[config.mk]
export PLATFORM = sky130hd
export DESIGN_NAME = ysyx_25040105_wb_arbiter_flat
export DESIGN_NICKNAME = d
export VERILOG_FILES = /design/src/rtl/ysyx_25040105_wb_arbiter_if.sv /design/src/rtl/ysyx_25040105_wb_arbiter.sv /design/src/flat_wrapper.sv
export SDC_FILE = /design/constraint.sdc
export NUM_CORES = 1
export LEC_CHECK = 0
export CAP_MARGIN = 20
export CORE_ASPECT_RATIO = 1.5
export CORE_MARGIN = 8
export CORE_UTILIZATION = 44
export CTS_CLUSTER_SIZE = 25
export DETAILED_ROUTE_END_ITERATION = 10
export PLACE_DENSITY = 0.87
export SYNTH_ARGS = -nofsm -noshare
export SYNTH_HDL_FRONTEND = slang
export SYNTH_SLANG_ARGS = --single-unit
[constraint.sdc]
create_clock -name clk -period 5.1 [get_ports clk]
set_clock_uncertainty 0.05 [all_clocks]
set_input_delay 0.765 -clock clk [delete_from_list [all_inputs] [get_ports clk]]
set_output_delay 0.765 -clock clk [all_outputs]
set_load 0.005 [all_outputs]
[src/rtl/ysyx_25040105_wb_arbiter_if.sv]
// Writeback arbiter bus: two writeback requesters, register-file write port,
// issue/decode scoreboard query signals and a debug view of the arbitration state.
interface ysyx_25040105_wb_arbiter_if #(
    parameter int ADDR_WIDTH = 5,
    parameter int DATA_WIDTH = 32
);
    // Handshake: a requester holds valid with stable waddr/wdata; the write is
    // taken on a rising edge where valid && ready; ready never rises without valid.
    logic                  a_valid;
    logic                  a_ready;
    logic [ADDR_WIDTH-1:0] a_waddr;
    logic [DATA_WIDTH-1:0] a_wdata;
    logic                  b_valid;
    logic                  b_ready;
    logic [ADDR_WIDTH-1:0] b_waddr;
    logic [DATA_WIDTH-1:0] b_wdata;

    logic                  rf_wen;
    logic [ADDR_WIDTH-1:0] rf_waddr;
    logic [DATA_WIDTH-1:0] rf_wdata;

    logic                  issue_valid;
    logic [ADDR_WIDTH-1:0] issue_rd;
    logic [ADDR_WIDTH-1:0] rs1;
    logic [ADDR_WIDTH-1:0] rs2;
    logic                  rs1_hazard;
    logic                  rs2_hazard;
    logic                  rs1_fwd_valid;
    logic [DATA_WIDTH-1:0] rs1_fwd_data;
    logic                  rs2_fwd_valid;
    logic [DATA_WIDTH-1:0] rs2_fwd_data;

    logic                  dbg_last_grant;

    modport master (
        output a_valid, a_waddr, a_wdata, b_valid, b_waddr, b_wdata,
        output issue_valid, issue_rd, rs1, rs2,
        input  a_ready, b_ready, rf_wen, rf_waddr, rf_wdata,
        input  rs1_hazard, rs2_hazard, rs1_fwd_valid, rs1_fwd_data,
        input  rs2_fwd_valid, rs2_fwd_data, dbg_last_grant
    );

    modport slave (
        input  a_valid, a_waddr, a_wdata, b_valid, b_waddr, b_wdata,
        input  issue_valid, issue_rd, rs1, rs2,
        output a_ready, b_ready, rf_wen, rf_waddr, rf_wdata,
        output rs1_hazard, rs2_hazard, rs1_fwd_valid, rs1_fwd_data,
        output rs2_fwd_valid, rs2_fwd_data, dbg_last_grant
    );
endinterface

[src/rtl/ysyx_25040105_wb_arbiter.sv]
// Round-robin EXU/LSU writeback arbiter with register busy scoreboard.
// Define YSYX_25040105_WB_FWD_EN to forward the registered write data to decode.
module ysyx_25040105_wb_arbiter #(
    parameter int ADDR_WIDTH = 5,
    parameter int DATA_WIDTH = 32
) (
    input logic                        clk,
    input logic                        rst,
    ysyx_25040105_wb_arbiter_if.slave  bus
);
    localparam int NREG = 1 << ADDR_WIDTH;
    localparam logic GRANT_A = 1'b0;
    localparam logic GRANT_B = 1'b1;

    logic            last_grant;
    logic            grant_a;
    logic            grant_b;
    logic            xfer;
    logic [NREG-1:0] busy;
    logic [NREG-1:0] busy_nxt;

    // A wins a contention unless it was the most recent winner.
    always_comb begin
        grant_a = bus.a_valid && (!bus.b_valid || last_grant == GRANT_B);
        grant_b = bus.b_valid && !grant_a;
        bus.a_ready = grant_a && !rst;
        bus.b_ready = grant_b && !rst;
        xfer = bus.a_ready || bus.b_ready;
        bus.dbg_last_grant = last_grant;
    end

    always_ff @(posedge clk) begin
        if (rst) begin
            last_grant   <= GRANT_B;
            bus.rf_wen   <= 1'b0;
            bus.rf_waddr <= '0;
            bus.rf_wdata <= '0;
        end else if (xfer) begin
            last_grant   <= bus.b_ready;
            bus.rf_wen   <= bus.b_ready ? (bus.b_waddr != '0) : (bus.a_waddr != '0);
            bus.rf_waddr <= bus.b_ready ? bus.b_waddr : bus.a_waddr;
            bus.rf_wdata <= bus.b_ready ? bus.b_wdata : bus.a_wdata;
        end else begin
            bus.rf_wen   <= 1'b0;
        end
    end

    // Set is applied after clear so a same-edge reissue keeps the bit pending.
    always_comb begin
        busy_nxt = busy;
        if (bus.rf_wen)
            busy_nxt[bus.rf_waddr] = 1'b0;
        if (bus.issue_valid && bus.issue_rd != '0)
            busy_nxt[bus.issue_rd] = 1'b1;
        busy_nxt[0] = 1'b0;
    end

    always_ff @(posedge clk) begin
        if (rst) busy <= '0;
        else     busy <= busy_nxt;
    end

`ifdef YSYX_25040105_WB_FWD_EN
    logic fwd1;
    logic fwd2;
    always_comb begin
        fwd1 = bus.rf_wen && bus.rs1 != '0 && bus.rs1 == bus.rf_waddr;
        fwd2 = bus.rf_wen && bus.rs2 != '0 && bus.rs2 == bus.rf_waddr;
        bus.rs1_fwd_valid = fwd1;
        bus.rs2_fwd_valid = fwd2;
        bus.rs1_fwd_data  = fwd1 ? bus.rf_wdata : '0;
        bus.rs2_fwd_data  = fwd2 ? bus.rf_wdata : '0;
        bus.rs1_hazard    = busy[bus.rs1] && !fwd1;
        bus.rs2_hazard    = busy[bus.rs2] && !fwd2;
    end
`else
    always_comb begin
        bus.rs1_fwd_valid = 1'b0;
        bus.rs2_fwd_valid = 1'b0;
        bus.rs1_fwd_data  = '0;
        bus.rs2_fwd_data  = '0;
        bus.rs1_hazard    = busy[bus.rs1];
        bus.rs2_hazard    = busy[bus.rs2];
    end
`endif
endmodule

[src/flat_wrapper.sv]
// flat-port wrapper written by rule: the top's interface ports become plain ports
module ysyx_25040105_wb_arbiter_flat 
#(
    parameter int ADDR_WIDTH = 5,
    parameter int DATA_WIDTH = 32
)
  (clk, rst, bus_a_valid, bus_a_waddr, bus_a_wdata, bus_b_valid, bus_b_waddr, bus_b_wdata, bus_issue_valid, bus_issue_rd, bus_rs1, bus_rs2, bus_a_ready, bus_b_ready, bus_rf_wen, bus_rf_waddr, bus_rf_wdata, bus_rs1_hazard, bus_rs2_hazard, bus_rs1_fwd_valid, bus_rs1_fwd_data, bus_rs2_fwd_valid, bus_rs2_fwd_data, bus_dbg_last_grant);
  ysyx_25040105_wb_arbiter_if #(.ADDR_WIDTH(ADDR_WIDTH), .DATA_WIDTH(DATA_WIDTH)) bus_i ();
  input logic clk;
  input logic rst;
  input wire logic [$bits(bus_i.a_valid)-1:0] bus_a_valid;
  input wire logic [$bits(bus_i.a_waddr)-1:0] bus_a_waddr;
  input wire logic [$bits(bus_i.a_wdata)-1:0] bus_a_wdata;
  input wire logic [$bits(bus_i.b_valid)-1:0] bus_b_valid;
  input wire logic [$bits(bus_i.b_waddr)-1:0] bus_b_waddr;
  input wire logic [$bits(bus_i.b_wdata)-1:0] bus_b_wdata;
  input wire logic [$bits(bus_i.issue_valid)-1:0] bus_issue_valid;
  input wire logic [$bits(bus_i.issue_rd)-1:0] bus_issue_rd;
  input wire logic [$bits(bus_i.rs1)-1:0] bus_rs1;
  input wire logic [$bits(bus_i.rs2)-1:0] bus_rs2;
  output wire logic [$bits(bus_i.a_ready)-1:0] bus_a_ready;
  output wire logic [$bits(bus_i.b_ready)-1:0] bus_b_ready;
  output wire logic [$bits(bus_i.rf_wen)-1:0] bus_rf_wen;
  output wire logic [$bits(bus_i.rf_waddr)-1:0] bus_rf_waddr;
  output wire logic [$bits(bus_i.rf_wdata)-1:0] bus_rf_wdata;
  output wire logic [$bits(bus_i.rs1_hazard)-1:0] bus_rs1_hazard;
  output wire logic [$bits(bus_i.rs2_hazard)-1:0] bus_rs2_hazard;
  output wire logic [$bits(bus_i.rs1_fwd_valid)-1:0] bus_rs1_fwd_valid;
  output wire logic [$bits(bus_i.rs1_fwd_data)-1:0] bus_rs1_fwd_data;
  output wire logic [$bits(bus_i.rs2_fwd_valid)-1:0] bus_rs2_fwd_valid;
  output wire logic [$bits(bus_i.rs2_fwd_data)-1:0] bus_rs2_fwd_data;
  output wire logic [$bits(bus_i.dbg_last_grant)-1:0] bus_dbg_last_grant;
  assign bus_i.a_valid = bus_a_valid;
  assign bus_i.a_waddr = bus_a_waddr;
  assign bus_i.a_wdata = bus_a_wdata;
  assign bus_i.b_valid = bus_b_valid;
  assign bus_i.b_waddr = bus_b_waddr;
  assign bus_i.b_wdata = bus_b_wdata;
  assign bus_i.issue_valid = bus_issue_valid;
  assign bus_i.issue_rd = bus_issue_rd;
  assign bus_i.rs1 = bus_rs1;
  assign bus_i.rs2 = bus_rs2;
  assign bus_a_ready = bus_i.a_ready;
  assign bus_b_ready = bus_i.b_ready;
  assign bus_rf_wen = bus_i.rf_wen;
  assign bus_rf_waddr = bus_i.rf_waddr;
  assign bus_rf_wdata = bus_i.rf_wdata;
  assign bus_rs1_hazard = bus_i.rs1_hazard;
  assign bus_rs2_hazard = bus_i.rs2_hazard;
  assign bus_rs1_fwd_valid = bus_i.rs1_fwd_valid;
  assign bus_rs1_fwd_data = bus_i.rs1_fwd_data;
  assign bus_rs2_fwd_valid = bus_i.rs2_fwd_valid;
  assign bus_rs2_fwd_data = bus_i.rs2_fwd_data;
  assign bus_dbg_last_grant = bus_i.dbg_last_grant;
  ysyx_25040105_wb_arbiter #(.ADDR_WIDTH(ADDR_WIDTH), .DATA_WIDTH(DATA_WIDTH)) u_core (.clk(clk), .rst(rst), .bus(bus_i));
endmodule
# Yosys cells after proc, flatten, opt, wreduce, memory -nomap -nowiden
# Index checks and enable logic that the tools add are counted.
[op_classes]
bitwise = 4
n_reduce_logical = 16
n_mux = 13
n_lt_le_gt_ge = 6
[ops]
columns = ["operator", "count"]
rows = [
  ["32-bit 2-to-1 mux", 3],
  ["32-bit AND", 1],
  ["32-bit NOT", 1],
  ["32-bit OR", 1],
  ["5-bit by 6-bit < comparator with 1-bit output (second input constant)", 4],
  ["5-bit nonzero test", 3],
  ["1-bit binary-select mux with 5-bit select", 2],
  ["1-bit demux with 5-bit select", 2],
  ["5-bit by 1-bit >= comparator with 1-bit output (second input constant)", 2],
  ["1-bit logical AND", 7],
  ["1-bit 2-to-1 mux", 5],
  ["5-bit 2-to-1 mux", 1],
  ["1-bit logical NOT", 3],
  ["1-bit logical OR", 2],
  ["2-bit OR reduction", 1],
  ["1-bit NOT", 1],
]
[word_totals]
output_inout_bits = 109
wordCells = 45
regBits = 71

# Longest topological paths before layout
[logic_depth]
word_depth = 9
ltp_mapped = 6
ltp_nobuf = 5

# Least setup slack after synthesis
# OpenSTA, ideal clock, no wires.
[synth_timing]
kind = "input-to-output"
from = "input bus_rs1[0]"
to = "output bus_rs1_hazard"
cell_stages = 5
setup_slack_ns = 2.380
t_required_ns = 4.285
path_buffers = 1
arrival_ns = 1.905
path_cell_list = "clkbuf_1 mux4_2 nand2b_1 o211ai_1 nand4_1"
[synth_via]
elab_chain_len = 2
[synth_rtl]
columns = ["element", "line_no", "text"]
rows = [
  ["from (decl)", "flat_wrapper.sv:19", "input wire logic [$bits(bus_i.rs1)-1:0] bus_rs1;"],
  ["1-bit binary-select mux with 5-bit select", "ysyx_25040105_wb_arbiter.sv:82", "bus.rs1_hazard = busy[bus.rs1];"],
  ["1-bit 2-to-1 mux (implied by the code)", "ysyx_25040105_wb_arbiter.sv:82", ""],
  ["to (decl)", "flat_wrapper.sv:26", "output wire logic [$bits(bus_i.rs1_hazard)-1:0] bus_rs1_hazard;"],
]
# No other way between the ends. The select of a mux whose other input is x is not followed.

# Worst setup path in the final report
[layout_timing]
from = "input bus_rs2[0]"
to = "output bus_rs2_hazard"
[layout_via]
elab_chain_len = 2
[layout_rtl]
columns = ["element", "line_no", "text"]
rows = [
  ["from (decl)", "flat_wrapper.sv:20", "input wire logic [$bits(bus_i.rs2)-1:0] bus_rs2;"],
  ["1-bit binary-select mux with 5-bit select", "ysyx_25040105_wb_arbiter.sv:83", "bus.rs2_hazard = busy[bus.rs2];"],
  ["1-bit 2-to-1 mux (implied by the code)", "ysyx_25040105_wb_arbiter.sv:83", ""],
  ["to (decl)", "flat_wrapper.sv:27", "output wire logic [$bits(bus_i.rs2_hazard)-1:0] bus_rs2_hazard;"],
]
# No other way between the ends. The select of a mux whose other input is x is not followed.

==> results.json <==
{
  "multi_input_area_sq_um": 2240,
  "seq_area_frac_synth_pct": 34.7,
  "grt_max_degree": 68,
  "ir_worst_vdd_v": 0.000215,
  "post-cts-setup-buffers": 0,
  "die_h_microns": 133,
  "p_leak_nw": 2.06,
  "swShare_pct": 25.1,
  "crit_path_end_kind": "output pin",
  "path_common_cell": "clkdlybuf4s50_1",
  "synth_edf_count": 0,
  "p_int_w": 0.00108,
  "tightest_slew_ns": 1.07,
  "seqPwrFrac_pct": 41.3,
  "period_needed_ns": 3.66,
  "first_pass_iters": 5,
  "crit_fanout": 7,
  "num_vias": 3836,
  "synth.distinct_cells": 33,
  "post-route-drc-count": 0,
  "cp.required_ns": 4.28,
  "rsz0062_at_grt": "no",
  "grt_pass1_wl_microns": 20000,
  "die_width_microns": 94.3,
  "dpl.hpwl_microns": 10200,
  "r2r_end": "u_core.bus.rf_wdata[7]",
  "slew_headroom_pct": 28.4,
  "r2r_start": "u_core.bus.dbg_last_grant",
  "pwr_density_cell_nw_per_um2": 266,
  "finalCritPeriodShare_pct": 71.8,
  "syn-cell-area_sq_um": 4040,
  "synth-seq-cells": 70,
  "layout-drive-gt1-share_pct": 4.16,
  "path_depth": 6,
  "endpoint": "bus_rs2_hazard",
  "r2r_slack_ns": 3.25,
  "crit_slowest_cell": "clkdlybuf4s50_1",
  "wl_per_cell_microns": 18.5,
  "io_pins": 203,
  "drt_wl_total_microns": 13200,
  "final_core_util_pct": 59.9,
  "critPathMaxStageDelay_ns": 0.67,
  "seq_area_sq_um": 1400,
  "finalMaxSlewViolations": 0,
  "worst-path-buf-inv": 2,
  "cp_cell_sequence": "clkdlybuf4s50_1, mux4_2, nand2b_1, o211ai_1, nand4_1, clkdlybuf4s50_1",
  "num_rows": 43,
  "numCtsBuffers": 9,
  "yosys_warnings": 0,
  "outcome": "finished, final reports clean",
  "root_buffer": "clkbuf_16",
  "n_antenna_cell": 0,
  "grt_pass1_vias": 3972,
  "hold_viol_final": 0,
  "syn2layout_area_growth_pct": 34.6,
  "core_area_sq_um": 9090,
  "drt-vias-per-instance": 5.38,
  "p_comb_share_pct": 19.3,
  "final_nets": 691,
  "place.gp.congestion": 0.916,
  "drtIter0Drc": 163,
  "reg2reg_depth": 5,
  "crit_arrival_ns": 2.85,
  "cts_hold_buf": 0,
  "hold_start": "u_core.busy[9]",
  "timing.fmax_ghz": 0.273,
  "initial_utilization_pct": 44.5,
  "avgSynthCellArea_sq_um": 8.46,
  "antenna_found_initial": 0,
  "clock_latency_ns": 0.33,
  "path_clk_slew_ns": 0.05,
  "max-clock-path-buffers": 2,
  "maxCapViolCount": 0,
  "drtAntennaViolNets": 0,
  "cts.htree.levels": 3,
  "syn_inst": 478,
  "critPathKind": "in -> out",
  "startpoint": "bus_rs2[0]",
  "p_sw_w": 0.000363,
  "dieArea_sq_um": 12600,
  "setup-tns-final_ns": 0,
  "async_reset_ff_share_pct": 0,
  "hp-class": "reg -> reg",
  "clockPowerShare_pct": 39.4,
  "clock_sinks": 70,
  "cp-start-kind": "input pin",
  "cts-resized-gates": 0,
  "track_usage_pct": 20.1,
  "port_buffers": 136,
  "overflow": 0,
  "synth_ff_type": "dfxtp_1",
  "crit_family": "buffers and inverters",
  "cts_tree": "yes",
  "final.fill_count": 750,
  "setup_viol": 0
}
[worst reg2reg max path, delay by kind of cell (launching register included)]
kind / cells / cell delay [ns]
compound gates: 1 / 0.31
mux: 1 / 0.19
simple gates: 2 / 0.29
flops: 1 / 0.36
buf+inv: 1 / 0.54
[cells in the mapped netlist (3+ instances only)]
cell type | n | area (sq um)
dfxtp_1 | 70 | 1400
buf_4 | 67 | 503
mux2i_1 | 50 | 500
nand2_1 | 44 | 165
a21oi_1 | 42 | 210
nor2_1 | 40 | 150
a211oi_1 | 34 | 255
o21ai_0 | 34 | 170
clkbuf_1 | 17 | 63.8
nand3_1 | 10 | 50.1
a22oi_1 | 9 | 67.6
buf_2 | 6 | 30.0
mux4_2 | 6 | 135
nand3b_1 | 6 | 45.0
nand2b_1 | 5 | 31.3
nor2b_1 | 5 | 31.3
buf_1 | 4 | 15.0
nor3b_1 | 4 | 30.0
and3b_1 | 3 | 26.3
inv_1 | 3 | 11.3
[layout make-up]
class / instances / area share (%)
multi-input cells: 374 / 41.2
well taps: 112 / 2.57
clock inverters: 1 / 0.0919
repair buffers: 139 / 25.3
inverters: 3 / 0.207
flip-flops and latches: 70 / 25.7
clock buffers: 14 / 4.85
[layer usage]
| layer | track usage [%] | wire (microns) |
|---|---|---|
| met2 | 34.8 | 6460 |
| met1 | 18.8 | 4480 |
| met4 | 8.15 | 298 |
| met5 | 0 | 0 |
| met3 | 11.3 | 1930 |
[worst min path at each step]
stage                            endpoint  slack, ns  cells past startpoint
final                      u_core.busy[9]       0.45                      2
after global routing      u_core.busy[14]       0.48                      2
after CTS                  u_core.busy[9]       0.45                      2
after detailed placement   u_core.busy[9]       0.44                      2
after global placement    u_core.busy[10]       0.43                      2
after floorplan           u_core.busy[18]       0.41                      2
[placed cells by master (no fill, tap or decap), drive strengths merged, types with 6 or more instances in the layout]
master	instances
nand2	44
a22oi	9
o21ai	34
nand3b	6
nand3	10
dfxtp	70
mux4	6
nor2	40
mux2i	50
conb	66
clkbuf	14
clkdlybuf4s50	135
a21oi	42
a211oi	34
[logic make-up (layout without fill, tap and decap cells)]
kind of cell | count (synthesis) | count (layout) | synth area share (%)
compound gates | 124 | 124 | 18.4
flops | 70 | 70 | 34.7
buf+inv | 99 | 157 | 16.1
mux | 56 | 56 | 15.7
other cells | 1 | 66 | 0.0927
simple gates | 128 | 128 | 15.1
[state kept, by name, indices dropped and copies added (netlist names)]
signal,cells
u_core.bus.rf_waddr,5
u_core.bus.rf_wdata,32
u_core.bus.rf_wen,1
u_core.busy,31
u_core.bus.dbg_last_grant,1
[stage by stage]
| stage | total power (W) | hold slack (ns) | worst slack [ns] | instances | area [sq um] |
|---|---|---|---|---|---|
| after floorplan | 0.000760 | 0.410 | 2.38 | 543 | 4290 |
| final | 0.00145 | 0.452 | 1.44 | 713 | 5440 |
| after detailed placement | 0.000884 | 0.441 | 1.43 | 698 | 5170 |
| after global placement | 0.000876 | 0.427 | 1.46 | 698 | 5170 |
| after CTS | 0.00145 | 0.448 | 1.43 | 713 | 5440 |
| after global routing | 0.00150 | 0.478 | 1.33 | 713 | 5440 |
[power by group through the flow]
stage                     clock network, W  registers, W  logic (W)
final                             0.000571      0.000598   0.000279
after global routing              0.000602      0.000602   0.000300
after CTS                         0.000578      0.000598   0.000277
after detailed placement                 0      0.000609   0.000275
after global placement                   0      0.000607   0.000268
after floorplan                          0      0.000604   0.000156
(Power assumes the default switching activity.)
